### config.mk
export PLATFORM = sky130hd
export DESIGN_NAME = mult_div_unit
export DESIGN_NICKNAME = d
export VERILOG_FILES = /design/src/rtl/mips_pkg.sv /design/src/rtl/md_sign_fix.sv /design/src/rtl/mult_div_unit.sv
export SDC_FILE = /design/constraint.sdc
export NUM_CORES = 1
export LEC_CHECK = 0
export BUFFER_PORTS_ARGS = -buffer_cell sky130_fd_sc_hd__buf_2
export CORE_MARGIN = 2
export CORE_UTILIZATION = 60
export CTS_CLUSTER_DIAMETER = 150
export DETAILED_ROUTE_END_ITERATION = 10
export PLACE_DENSITY = 0.8
export SETUP_SLACK_MARGIN = 0.02
export SYNTH_ARGS = -nofsm -noshare
export SYNTH_HDL_FRONTEND = slang
export SYNTH_SLANG_ARGS = --single-unit
### constraint.sdc
create_clock -name clk_i -period 4.2 [get_ports clk_i]
set_input_delay 0.21 -clock clk_i [delete_from_list [all_inputs] [get_ports clk_i]]
set_output_delay 0.21 -clock clk_i [all_outputs]
set_load 0.01 [all_outputs]
### src/rtl/mips_pkg.sv
// Shared encodings for the EX-stage multiply/divide unit: operation codes,
// FSM state codes and the default datapath width.
package mips_pkg;

  localparam int MD_NB_DATA = 32;

  // Operation select as decoded from the MULT/MULTU/DIV/DIVU funct field
  typedef enum logic [1:0] {
    MD_MULTU = 2'b00,
    MD_MULT  = 2'b01,
    MD_DIVU  = 2'b10,
    MD_DIV   = 2'b11
  } md_op_e;

  // Iteration FSM states
  typedef enum logic [1:0] {
    MD_IDLE  = 2'b00,
    MD_CALC  = 2'b01,
    MD_FIXUP = 2'b10
  } md_state_e;

endpackage

### src/rtl/md_sign_fix.sv
// Conditional two's-complement negation. Used to turn signed operands into
// magnitudes on entry and to put the signs back on the result in FIXUP.
module md_sign_fix #(
  parameter int WIDTH = 32
) (
  input  logic [WIDTH-1:0] value_i,
  input  logic             negate_i,
  output logic [WIDTH-1:0] value_o
);

  // Negate when asked, otherwise pass through unchanged
  always_comb begin
    value_o = value_i;
    if (negate_i) begin
      value_o = ~value_i + WIDTH'(1);
    end
  end

endmodule

### src/rtl/mult_div_unit.sv
// Iterative MIPS multiply/divide unit with architectural HI/LO registers.
// One shift-add (multiply) or restoring-divide step per cycle on operand
// magnitudes; signs are re-applied in a registered FIXUP step before the
// HI/LO write so the wide negate never sits on the HI/LO write path.
module mult_div_unit
  import mips_pkg::*;
#(
  parameter int NB_DATA = MD_NB_DATA,
  parameter int NB_OP   = 2,
  parameter int NB_CNT  = 6
) (
  input  logic               clk_i,
  input  logic               reset_n_i,
  input  logic               start_i,
  input  logic [NB_OP-1:0]   op_i,
  input  logic [NB_DATA-1:0] rs_data_i,
  input  logic [NB_DATA-1:0] rt_data_i,
  input  logic               flush_i,
  input  logic               mthi_i,
  input  logic               mtlo_i,
  output logic               busy_o,
  output logic               done_o,
  output logic [NB_DATA-1:0] hi_o,
  output logic [NB_DATA-1:0] lo_o
);

  localparam int NB_ACC = 2 * NB_DATA;

  md_state_e           state_reg;
  md_state_e           state_next;
  logic [NB_CNT-1:0]   cnt_reg;
  logic [NB_ACC-1:0]   acc_reg;      // {upper, lower}: product, or {remainder, quotient}
  logic [NB_DATA-1:0]  operand_reg;  // multiplicand or divisor magnitude
  logic                is_div_reg;
  logic                neg_lo_reg;   // negate product (mult) or quotient (div)
  logic                neg_hi_reg;   // negate remainder (div only)
  logic                fix_wr_reg;   // FIXUP second cycle: signed result ready in acc
  logic                done_reg;
  logic [NB_DATA-1:0]  hi_reg;
  logic [NB_DATA-1:0]  lo_reg;

  // Entry decode
  logic [1:0]          op_sel;
  logic                op_div;
  logic                op_signed;
  logic                rs_neg;
  logic                rt_neg;
  logic                rt_zero;
  logic [NB_DATA-1:0]  rs_mag;
  logic [NB_DATA-1:0]  rt_mag;

  // Iteration datapath
  logic [NB_DATA:0]    mul_sum;
  logic [NB_DATA:0]    div_trial;
  logic [NB_DATA:0]    div_diff;
  logic                div_ge;
  logic [NB_ACC-1:0]   step_acc;

  // Sign re-application
  logic [NB_ACC-1:0]   prod_fixed;
  logic [NB_DATA-1:0]  quo_fixed;
  logic [NB_DATA-1:0]  rem_fixed;

  assign op_sel    = op_i[1:0];
  assign op_div    = (op_sel == MD_DIVU) || (op_sel == MD_DIV);
  assign op_signed = (op_sel == MD_MULT) || (op_sel == MD_DIV);
  assign rs_neg    = op_signed & rs_data_i[NB_DATA-1];
  assign rt_neg    = op_signed & rt_data_i[NB_DATA-1];
  assign rt_zero   = (rt_data_i == '0);

  md_sign_fix #(.WIDTH(NB_DATA)) u_rs_mag (
    .value_i (rs_data_i),
    .negate_i(rs_neg),
    .value_o (rs_mag)
  );

  md_sign_fix #(.WIDTH(NB_DATA)) u_rt_mag (
    .value_i (rt_data_i),
    .negate_i(rt_neg),
    .value_o (rt_mag)
  );

  md_sign_fix #(.WIDTH(NB_ACC)) u_prod_fix (
    .value_i (acc_reg),
    .negate_i(neg_lo_reg),
    .value_o (prod_fixed)
  );

  md_sign_fix #(.WIDTH(NB_DATA)) u_quo_fix (
    .value_i (acc_reg[NB_DATA-1:0]),
    .negate_i(neg_lo_reg),
    .value_o (quo_fixed)
  );

  md_sign_fix #(.WIDTH(NB_DATA)) u_rem_fix (
    .value_i (acc_reg[NB_ACC-1:NB_DATA]),
    .negate_i(neg_hi_reg),
    .value_o (rem_fixed)
  );

  // One multiply or divide step; the divide borrow bit doubles as the compare
  always_comb begin
    mul_sum   = {1'b0, acc_reg[NB_ACC-1:NB_DATA]}
              + (acc_reg[0] ? {1'b0, operand_reg} : {(NB_DATA+1){1'b0}});
    div_trial = acc_reg[NB_ACC-1:NB_DATA-1];
    div_diff  = div_trial - {1'b0, operand_reg};
    div_ge    = ~div_diff[NB_DATA];
    if (is_div_reg) begin
      step_acc = {(div_ge ? div_diff[NB_DATA-1:0] : div_trial[NB_DATA-1:0]),
                  acc_reg[NB_DATA-2:0], div_ge};
    end else begin
      step_acc = {mul_sum, acc_reg[NB_DATA-1:1]};
    end
  end

  // FSM state register
  always_ff @(posedge clk_i or negedge reset_n_i) begin
    if (!reset_n_i) begin
      state_reg <= MD_IDLE;
    end else begin
      state_reg <= state_next;
    end
  end

  // FSM next-state logic; flush always wins
  always_comb begin
    state_next = state_reg;
    case (state_reg)
      MD_IDLE: begin
        if (start_i && !flush_i) begin
          state_next = MD_CALC;
        end
      end
      MD_CALC: begin
        if (flush_i) begin
          state_next = MD_IDLE;
        end else if (cnt_reg == NB_CNT'(1)) begin
          state_next = MD_FIXUP;
        end
      end
      MD_FIXUP: begin
        if (flush_i || fix_wr_reg) begin
          state_next = MD_IDLE;
        end
      end
      default: state_next = MD_IDLE;
    endcase
  end

  // FSM outputs
  always_comb begin
    busy_o = (state_reg != MD_IDLE);
  end

  // Datapath, counter and HI/LO registers
  always_ff @(posedge clk_i or negedge reset_n_i) begin
    if (!reset_n_i) begin
      cnt_reg     <= '0;
      acc_reg     <= '0;
      operand_reg <= '0;
      is_div_reg  <= 1'b0;
      neg_lo_reg  <= 1'b0;
      neg_hi_reg  <= 1'b0;
      fix_wr_reg  <= 1'b0;
      done_reg    <= 1'b0;
      hi_reg      <= '0;
      lo_reg      <= '0;
    end else begin
      done_reg <= 1'b0;
      case (state_reg)
        MD_IDLE: begin
          if (mthi_i) begin
            hi_reg <= rs_data_i;
          end
          if (mtlo_i) begin
            lo_reg <= rs_data_i;
          end
          if (start_i && !flush_i) begin
            cnt_reg     <= NB_CNT'(NB_DATA);
            acc_reg     <= {{NB_DATA{1'b0}}, (op_div ? rs_mag : rt_mag)};
            operand_reg <= op_div ? rt_mag : rs_mag;
            is_div_reg  <= op_div;
            // A zero divisor keeps the all-ones quotient unsigned; the
            // remainder sign fix then reproduces the original dividend.
            neg_lo_reg  <= (rs_neg ^ rt_neg) & ~(op_div & rt_zero);
            neg_hi_reg  <= op_div & rs_neg;
            fix_wr_reg  <= 1'b0;
          end
        end
        MD_CALC: begin
          if (flush_i) begin
            cnt_reg <= '0;
          end else begin
            acc_reg <= step_acc;
            cnt_reg <= cnt_reg - NB_CNT'(1);
          end
        end
        MD_FIXUP: begin
          if (flush_i) begin
            fix_wr_reg <= 1'b0;
          end else if (!fix_wr_reg) begin
            acc_reg    <= is_div_reg ? {rem_fixed, quo_fixed} : prod_fixed;
            fix_wr_reg <= 1'b1;
          end else begin
            hi_reg     <= acc_reg[NB_ACC-1:NB_DATA];
            lo_reg     <= acc_reg[NB_DATA-1:0];
            done_reg   <= 1'b1;
            fix_wr_reg <= 1'b0;
          end
        end
        default: begin
          fix_wr_reg <= 1'b0;
        end
      endcase
    end
  end

  assign done_o = done_reg;
  assign hi_o   = hi_reg;
  assign lo_o   = lo_reg;

endmodule

**After elaboration in Yosys (flattened, before gate mapping)**

Cells that the tools add are included.

- Add/sub/neg operators: 8
- Eq/ne operators: 18
- Mux-type cells: 39
- Bitwise logic cells: 14
- Reductions and logical operators: 19

Operators by type and width:

| cell | count |
|---|---|
| 2-to-1 mux 32 bit | 14 |
| 2-to-1 mux 64 bit | 7 |
| case mux 64 bit (3 select lines) | 1 |
| adder 32 x 1 -> 32 bit, second input constant | 4 |
| NOT 32 bit | 4 |
| case mux 32 bit (2 select lines) | 2 |
| adder 64 x 1 -> 64 bit, second input constant | 1 |
| NOT 64 bit | 1 |
| adder 32 x 32 -> 33 bit | 1 |
| subtractor 33 x 32 -> 33 bit | 1 |
| zero test 32 bit | 1 |
| != test 2 bit, second input constant | 9 |
| 2-to-1 mux 6 bit | 2 |
| case mux 6 bit (2 select lines) | 1 |
| != test 3 bit, second input constant | 3 |
| 2-to-1 mux 2 bit | 4 |
| AND reduction 4 bit | 2 |
| AND reduction 7 bit | 1 |
| equality test 2 bit, second input constant | 3 |
| equality test 6 x 1 -> 1 bit, second input constant | 1 |
| 2-to-1 mux 1 bit | 6 |
| case mux 2 bit (3 select lines) | 1 |
| AND reduction 2 bit | 3 |
| AND reduction 6 bit | 1 |
| other kinds (13) | 24 |

- Register bits after elaboration: 173
- Bits of input ports: 72
- Output and inout port bits: 66
- Logic and storage cells: 110

**Longest topological paths before layout**

Gate-level depths: netlist of the first run.

- Depth after elaboration: 7
- Depth in mapped cells: 14

**Hierarchy**

Synthesis of the first run repeated with hierarchy kept, for this count alone.

- Cells, all modules: 2299
- Area total of the unflattened synthesis: 18848.1 um^2

By module, submodules not included:

| module | instances | cells an instance | area an instance (um^2) | seq. area each (um^2) |
|---|---|---|---|---|
| mult_div_unit | 1 | 1697 | 14091.0 | 4329.2 |
| md_sign_fix at u_quo_fix ... | 4 | 99 | 777.0 | 0.0 |
| md_sign_fix at u_prod_fix | 1 | 206 | 1649.1 | 0.0 |

**Least setup slack after synthesis of the first run**

OpenSTA, ideal clock, no wires.

- Path kind: reg2reg
- From: reg acc_reg[0]
- To: reg acc_reg[59]
- Library setup time: 126 ps
- Arrival time: 3037 ps
- Data required time: 4074 ps
- Path slack: 1036 ps
- Cell stages (with the launch flop): 14
- Path buffers: 1
- Period minus slack after synthesis: 3164 ps
- Cells stage by stage: dfrtp_1 -> inv_1 -> clkbuf_1 -> nor2_1 -> ha_1 -> o21a_1 -> o211ai_1 -> a21oi_1 -> o21a_1 -> a21oi_1 -> nor3_1 -> a2111oi_0 -> xnor2_1 -> a311o_1

- Word-level cells in the longest chain between the ends: 7

RTL lines:

| what | RTL line | source |
|---|---|---|
| from (decl) | mult_div_unit.sv:32 | `logic [NB_ACC-1:0] acc_reg;` |
| from (signal assigned) | mult_div_unit.sv:180 | `acc_reg <= {{NB_DATA{1'b0}}, (op_div ? rs_mag : rt_mag)};` |
| from (signal assigned) | mult_div_unit.sv:194 | `acc_reg <= step_acc;` |
| from (signal assigned) | mult_div_unit.sv:202 | `acc_reg <= is_div_reg ? {rem_fixed, quo_fixed} : prod_fixed;` |
| NOT 64 bit | md_sign_fix.sv:15 | `value_o = ~value_i + WIDTH'(1);` |
| adder 64 x 1 -> 64 bit | md_sign_fix.sv:15 |  |
| 2-to-1 mux 64 bit | md_sign_fix.sv:14 | `if (negate_i) begin` |
| 2-to-1 mux 64 bit | mult_div_unit.sv:202 |  |
| 2-to-1 mux 64 bit | mult_div_unit.sv:201 | `end else if (!fix_wr_reg) begin` |
| 2-to-1 mux 64 bit | mult_div_unit.sv:199 | `if (flush_i) begin` |
| case mux 64 bit (3 select lines) (*) | mult_div_unit.sv:170 | `case (state_reg)` |

Every way passes the cells marked *; elsewhere a longest branch is shown, timed or not. The select of a mux whose other input is x is not followed.
A chain may end at the register's enable or synchronous reset.

**Worst setup path in the final report of the first run**

- From: reg acc_reg[0]
- To: reg acc_reg[60]

Same word-level chain as after synthesis.

==> impl_results.md, run 1 <==
- Initial antenna violation count: 0
- Metal1 wirelength: 22,510 um
- Sink Count: 173
- Reg-to-reg slack, setup: 350 ps
- CP Launch Type: register
- Initial DRC count: 2,818
- Grt total ovfl: 0
- Crit path buf inv count: 2
- Post-synth EDFFs: 0
- Post-Syn Area: 0.01558 mm^2
- Top-count cell post-synth: a21oi_1
- Fillcell total: 2,168
- Pins Over Slew Limit: 0
- Row cnt: 58
- Synth Area in Adders: 0.06199
- Clock power share: 0.111
- Ranking of synthesized cells by area: dfrtp_1 28%, a21oi_1 9.4%, nor2_1 6.4%
- Lkg Pwr: 7.617 nW
- H-Tree Depth: 4
- Antenna-violating nets left: 0
- Sequential area share after synthesis: 0.2778
- Count of different cell masters after synthesis: 91
- Max-cap violation count: 0
- ANT cells: 0
- Int Pwr: 7.014 mW
- Tcrit/Tclk final: 0.9171
- Endpoints failing hold: 0
- Switching Fraction: 0.5469
- Slew @ Worst Pin: 968.4 ps
- Largest net degree at the start of global routing: 105
- GPL Wtd Cong: 1.015
- WL met3: 6496 um
- DRC Markers: 0
- Worst Path Arrival: 4160 ps
- DIE AREA: 0.02727 mm^2
- WL met2: 25,030 um
- Post-synthesis mux area share: 0.03509
- Via density: 6.863
- P_sw: 8.467 mW
- Setup crit end kind: register
- # Post-CTS Setup Buffers: 0
- Port Buffers: 137
- Sequential Power Share: 0.222
- Final setup vio count: 0
- Critical Path, Cell by Cell: inv_1, buf_4, nor2_1, ha_1, nand2_1, o21ai_0, o31ai_1, a31oi_1, a311oi_1, o21bai_1, a21oi_1, xor2_1, o221ai_1
- Complex-gate fraction of the synthesized area: 0.2846
- Final Skew: 14.58 ps
- Vias in the first global route: 15,610
- Synth Instances: 2,069
- Vias: 16,990
- Max stage delay on crit path: 560 ps
- Largest register FFs: 64
- Root Buffer: clkbuf_16
- FF+latch count, synth: 173
- Ys flop type: dfrtp_1
- First-pass GRT wire length: 87,770 um
- Reg2reg start: acc_reg[0]$_DFFE_PN0P_
- Highest routed layer: met4
- Longest Clk Path Bufs: 2
- Hpwl dp: 43,950 um
- Gate power share: 0.667
- Pwr dens: 902.1 mW/mm^2
- Syn Nets: 2,217
- Critical setup path kind: reg2reg
- Synth Area in Simple Gates: 0.2146
- Pre-CTS worst setup slack: 502.5 ps
- Status: completed
- Synth cell count leaders: 294 x a21oi_1, 265 x nor2_1, 173 x dfrtp_1
- FMAX: 259.6 MHz
- Async S/R FF share, synth: 1.000
- Mapped Avg Cell Area: 7.531 um^2
- Largest family of logic cells by synthesized area: compound AO/OA/AOI/OAI gates
- Crit-path max FO: 17
- CTS tree: done
- Yosys warning total: 0
- Worst Hold Class: in2reg
- Slew HR: 0.3544
- Worst-path clk slew: 90 ps
- Worst R2R Path Depth: 13
- Layout cells sized above 1: 0.1193
- Critical Path Source: acc_reg[0]$_DFFE_PN0P_
- Xor and xnor area share after synthesis: 0.07026
- DR WL/cell: 23.43 um
- Setup tns final: 0 ps
- Height of the die: 165.1 um
- Die Wd: 165.1 um
- Worst hold start: flush_i
- Boundary pin count: 138
- CP delay by family, top: compound AO/OA/AOI/OAI gates
- NumNets Final: 2,281
- Layout area overhead: 10.14%
- Required time of the critical path: 4510 ps
- TritonCTS Buffers: 17
- Clk_lat worst skew: 450 ps
- Critical Path End: acc_reg[60]$_DFFE_PN0P_
- R2R Path End: acc_reg[60]$_DFFE_PN0P_
- Number of cells on the critical path: 13
- Share of the synthesized area in the top cell type: 0.2778
- Peak VDD IR: 0.7274 mV
- Post-route setup slack: 348.3 ps
- Largest area contributor in the netlist: dfrtp_1
- CP max-delay cell: a311oi_1
- Core area: 0.02533 mm^2
- Tmin final: 3852 ps
- RSZ-0062 raised after global routing: no
- All-layer global routing usage: 0.4235
- Final WL: 58,020 um
- Initial Util: 0.6152
- First-pass detailed-route iteration total: 6
-- power by group through the flow --
stage               Sequential [mW]  Combinational [mW]  Clock (mW)
floorplan                      3.16                7.21           0
global placement               3.38                9.81           0
detailed placement             3.42                10.0           0
CTS                            3.40                10.1        1.71
global route                   3.52                11.2        1.77
finish                         3.44                10.3        1.71
-- how the worst min path moves through the flow --
stage	endpoint	slack (ps)	cells after the start
2_1_floorplan	acc_reg[0]$_DFFE_PN0P_	-90	0
3_3_place_gp	lo_o[7]$_DFFE_PN0P_	340	1
3_5_place_dp	lo_o[6]$_DFFE_PN0P_	330	1
4_1_cts	done_o$_DFF_PN0_	100	2
5_1_grt	done_o$_DFF_PN0_	110	2
6_report	done_o$_DFF_PN0_	120	2
-- cells by family (layout without fill, tap and decap cells) --
kind of cell    Yosys count  in the layout
xor+xnor                125            125
simple gates            695            695
fa+ha+maj                76             76
compound gates          729            729
mux                      54             54
buf+inv                 217            294
flops                   173            173
-- cell usage in the layout, fill, tap and decap left out, types with 34 or more instances in the layout --
cell     instances
buf_4           42
nand2_1        158
xor2_1          58
buf_2          136
o21ai_0        146
xnor2_1         67
dfrtp_1        172
ha_1            72
a21oi_1        292
nor3_1          57
inv_1           78
mux2i_1         49
a21o_1          38
nor2_1         265
nor2b_1         34
-- metrics by stage --
stage	std cells	power [mW]	hold WS (ps)	area (um^2)	utilization
2_1_floorplan	2069	10.36	-85.59	15580	-
3_3_place_gp	2443	13.19	337.1	16530	0.6529
3_5_place_dp	2443	13.42	333.6	16530	0.6529
4_1_cts	2476	15.16	101.3	17160	0.6776
5_1_grt	2476	16.53	106.3	17160	0.6776
6_report	2476	15.48	116.6	17160	0.6776
-- cell type report --
class	instances	area (um^2)	area share
clock buffer	17	425.4	0.02479
clock inverter	15	191.4	0.01115
multi-input combinational	1679	10440	0.6086
tap	330	412.9	0.02406
timing repair buffer	182	1057	0.06161
inverter	80	300.3	0.01750
sequential	173	4330	0.2523
-- metal layers --
metal  up-vias  global-route usage
li1       7624                   -
met1      8004              0.5580
met2      1113              0.6354
met3       252             0.09391
met4         0              0.2553
met5         -                   0
-- repair_timing --
item	4_1_cts	5_1_grt
hold endpoints to repair	89	0
resized for setup	0	0
endpoints found under the setup margin	0	0
hold buffers	1	0
No activity file was read; power rests on OpenSTA's default activity.
==> run 2: changes to the inputs <==
--- a/config.mk
+++ b/config.mk
@@ -5,7 +5,7 @@
 export SDC_FILE = /design/constraint.sdc
 export NUM_CORES = 1
 export LEC_CHECK = 0
-export BUFFER_PORTS_ARGS = -buffer_cell sky130_fd_sc_hd__buf_2
+export BUFFER_PORTS_ARGS = -buffer_cell sky130_fd_sc_hd__buf_4
 export CORE_MARGIN = 2
 export CORE_UTILIZATION = 60
 export CTS_CLUSTER_DIAMETER = 150
==> impl_results.md, run 2 (synthesis results as in run 1) <==
- FMAX: 259.0 MHz (-0.24%)
- Final setup vio count: 0 (unchanged)
- RSZ-0062 raised after global routing: no
- Gate power share: 0.666 (about the same)
- Initial Util: 0.6152 (unchanged)
- Longest Clk Path Bufs: 2 (unchanged)
- Worst Path Arrival: 4260 ps (+100 ps)
- First-pass detailed-route iteration total: 8 (+2)
- Final total power: 15.77 mW (+1.9%)
- Commonest non-fill, non-tap cell in the layout: a21oi_1
- Largest net degree at the start of global routing: 104 (-0.95%)
- Root Buffer: clkbuf_16
- Vias: 16,920 (-0.43%)
- Required time of the critical path: 4600 ps (+90 ps)
- ANT cells: 0 (unchanged)
- CTS tree: done
- Max-cap violation count: 0 (unchanged)
- Tmin final: 3861 ps (+9.104 ps)
- GPL Wtd Cong: 1.036 (+2.1%)
- Cells after DPL: 2,440 (-0.12%)
- Pwr dens: 901.6 mW/mm^2 (about the same)
- Lkg Pwr: 7.731 nW (+1.5%)
- Critical setup path kind: reg2reg
- H-Tree Depth: 4 (unchanged)
- Worst-path clk slew: 90 ps (about the same)
- Port Buffers: 137 (unchanged)
- Most frequent cells in the layout: 292 x a21oi_1, 265 x nor2_1, 176 x buf_4
- TritonCTS Buffers: 17 (unchanged)
- R2R Path End: acc_reg[59]$_DFFE_PN0P_
- Via density: 6.842 (-0.31%)
- All-layer global routing usage: 0.4228 (-0.0006929)
- Final WL: 58,210 um (+0.33%)
- Sequential Power Share: 0.222 (about the same)
- Row cnt: 58 (unchanged)
- CP Launch Type: register
- Slew HR: 0.4152 (+0.06078)
- CP max-delay cell: dfrtp_1
- Setup tns final: 0 ps (unchanged)
- Reg-to-reg slack, setup: 340 ps (about the same)
- Grt total ovfl: 0 (unchanged)
- Endpoints failing hold: 0 (unchanged)
- Initial antenna violation count: 1 (+1)
- Worst Hold Class: in2reg
- Peak VDD IR: 0.7958 mV (+9.4%)
- WHS Endpoint: done_o$_DFF_PN0_
- Sink Count: 173 (unchanged)
- Height of the die: 165.1 um (unchanged)
- Non-Filler Instances: 2,473 (-0.12%)
- Fillcell total: 2,215 (+2.2%)
- Slew @ Worst Pin: 877.2 ps (-91.16 ps)
- Hpwl dp: 44,150 um (+0.46%)
- DRC Markers: 0 (unchanged)
- Switching Fraction: 0.5440 (-0.002884)
- Worst hold start: flush_i
- NumNets Final: 2,278 (-0.13%)
- Antenna-violating nets left: 0 (unchanged)
- Clk_lat worst skew: 460 ps (about the same)
- # Post-CTS Setup Buffers: 0 (unchanged)
- Tcrit/Tclk final: 0.9193 (+0.002168)
- Largest register FFs: 64 (unchanged)
- Max stage delay on crit path: 450 ps (-110 ps)
- Final Skew: 21.82 ps (+7.241 ps)
- Initial DRC count: 2,621 (-7.0%)
- Critical Path, Cell by Cell: inv_1, ha_1, fa_1, nand2b_1, a21oi_1, o21ai_1, a211oi_1, nor3_1, nor3_2, buf_4, nor2_1, a2111oi_0, a311o_1
- Worst R2R Path Depth: 13 (unchanged)
- Boundary pin count: 138 (unchanged)
- Crit path buf inv count: 2 (unchanged)
- DIE AREA: 0.02727 mm^2 (unchanged)
- Clock power share: 0.112 (about the same)
- Reg2reg start: acc_reg[31]$_DFFE_PN0P_
- CP delay by family, top: compound AO/OA/AOI/OAI gates
- Int Pwr: 7.190 mW (+2.5%)
- Setup crit end kind: register
- DR WL/cell: 23.54 um (+0.45%)
- Vias in the first global route: 15,540 (-0.44%)
- Core area: 0.02533 mm^2 (unchanged)
- Crit-path max FO: 25 (+8)
- First-pass GRT wire length: 87,550 um (-0.25%)
- Layout cells sized above 1: 0.1181 (-0.001233)
- Die Wd: 165.1 um (unchanged)
- P_sw: 8.578 mW (+1.3%)
- Worst hold path depth: 2 (unchanged)
- Layout area overhead: 12.25%
- Pins Over Slew Limit: 0 (unchanged)
- Status: completed
## run 2: routing by layer
| metal | routed length, um | GRT usage | up-vias |
|---|---|---|---|
| met5 | 13 | 0 | - |
| met4 | 3700 | 0.2427 | 2 |
| met3 | 5816 | 0.08092 | 218 |
| met2 | 25470 | 0.6420 | 1136 |
| met1 | 23210 | 0.5639 | 7923 |
| li1 | - | - | 7641 |
## run 2: cell type report
cell class	instances	area, um^2	share of cell area
Clock inverter	15	214.0	0.01223
Tap cell	330	412.9	0.02361
Inverter	80	300.3	0.01717
Multi-Input combinational cell	1679	10440	0.5972
Timing Repair Buffer	179	1363	0.07791
Clock buffer	17	425.4	0.02432
Sequential cell	173	4330	0.2476
## run 2: how the worst max path moves through the flow
stage	start	endpoint	slack (ps)	depth (start not counted)
2_1_floorplan	acc_reg[0]$_DFFE_PN0P_	acc_reg[59]$_DFFE_PN0P_	1040	13
3_3_place_gp	acc_reg[32]$_DFFE_PN0P_	acc_reg[59]$_DFFE_PN0P_	610	12
3_5_place_dp	acc_reg[31]$_DFFE_PN0P_	acc_reg[59]$_DFFE_PN0P_	430	13
4_1_cts	acc_reg[31]$_DFFE_PN0P_	acc_reg[59]$_DFFE_PN0P_	420	13
5_1_grt	acc_reg[31]$_DFFE_PN0P_	acc_reg[59]$_DFFE_PN0P_	170	13
6_report	acc_reg[31]$_DFFE_PN0P_	acc_reg[59]$_DFFE_PN0P_	340	13
## run 2: timing repair
action / CTS / global route
hold endpoints to repair: 70 / 0
gates resized for setup: 0 / 0
hold buffers: 1 / 0
## run 2: through the flow
step,setup WS [ps],instance area (um^2),util,hold WS [ps]
after detailed placement,432.8,16840,0.6649,264.8
after global placement,609.5,16840,0.6649,263.8
after floorplan,1036,15580,-,-85.59
after CTS,422.9,17490,0.6905,56.22
final,339.1,17490,0.6905,50.86
after global routing,172.8,17490,0.6905,66.47
## run 2: power groups by stage
stage	registers, mW	logic, mW	clock network [mW]
after CTS	3.45	10.2	1.74
after global routing	3.59	11.3	1.82
after global placement	3.45	9.93	0
after detailed placement	3.48	10.1	0
final	3.50	10.5	1.76
after floorplan	3.16	7.21	0
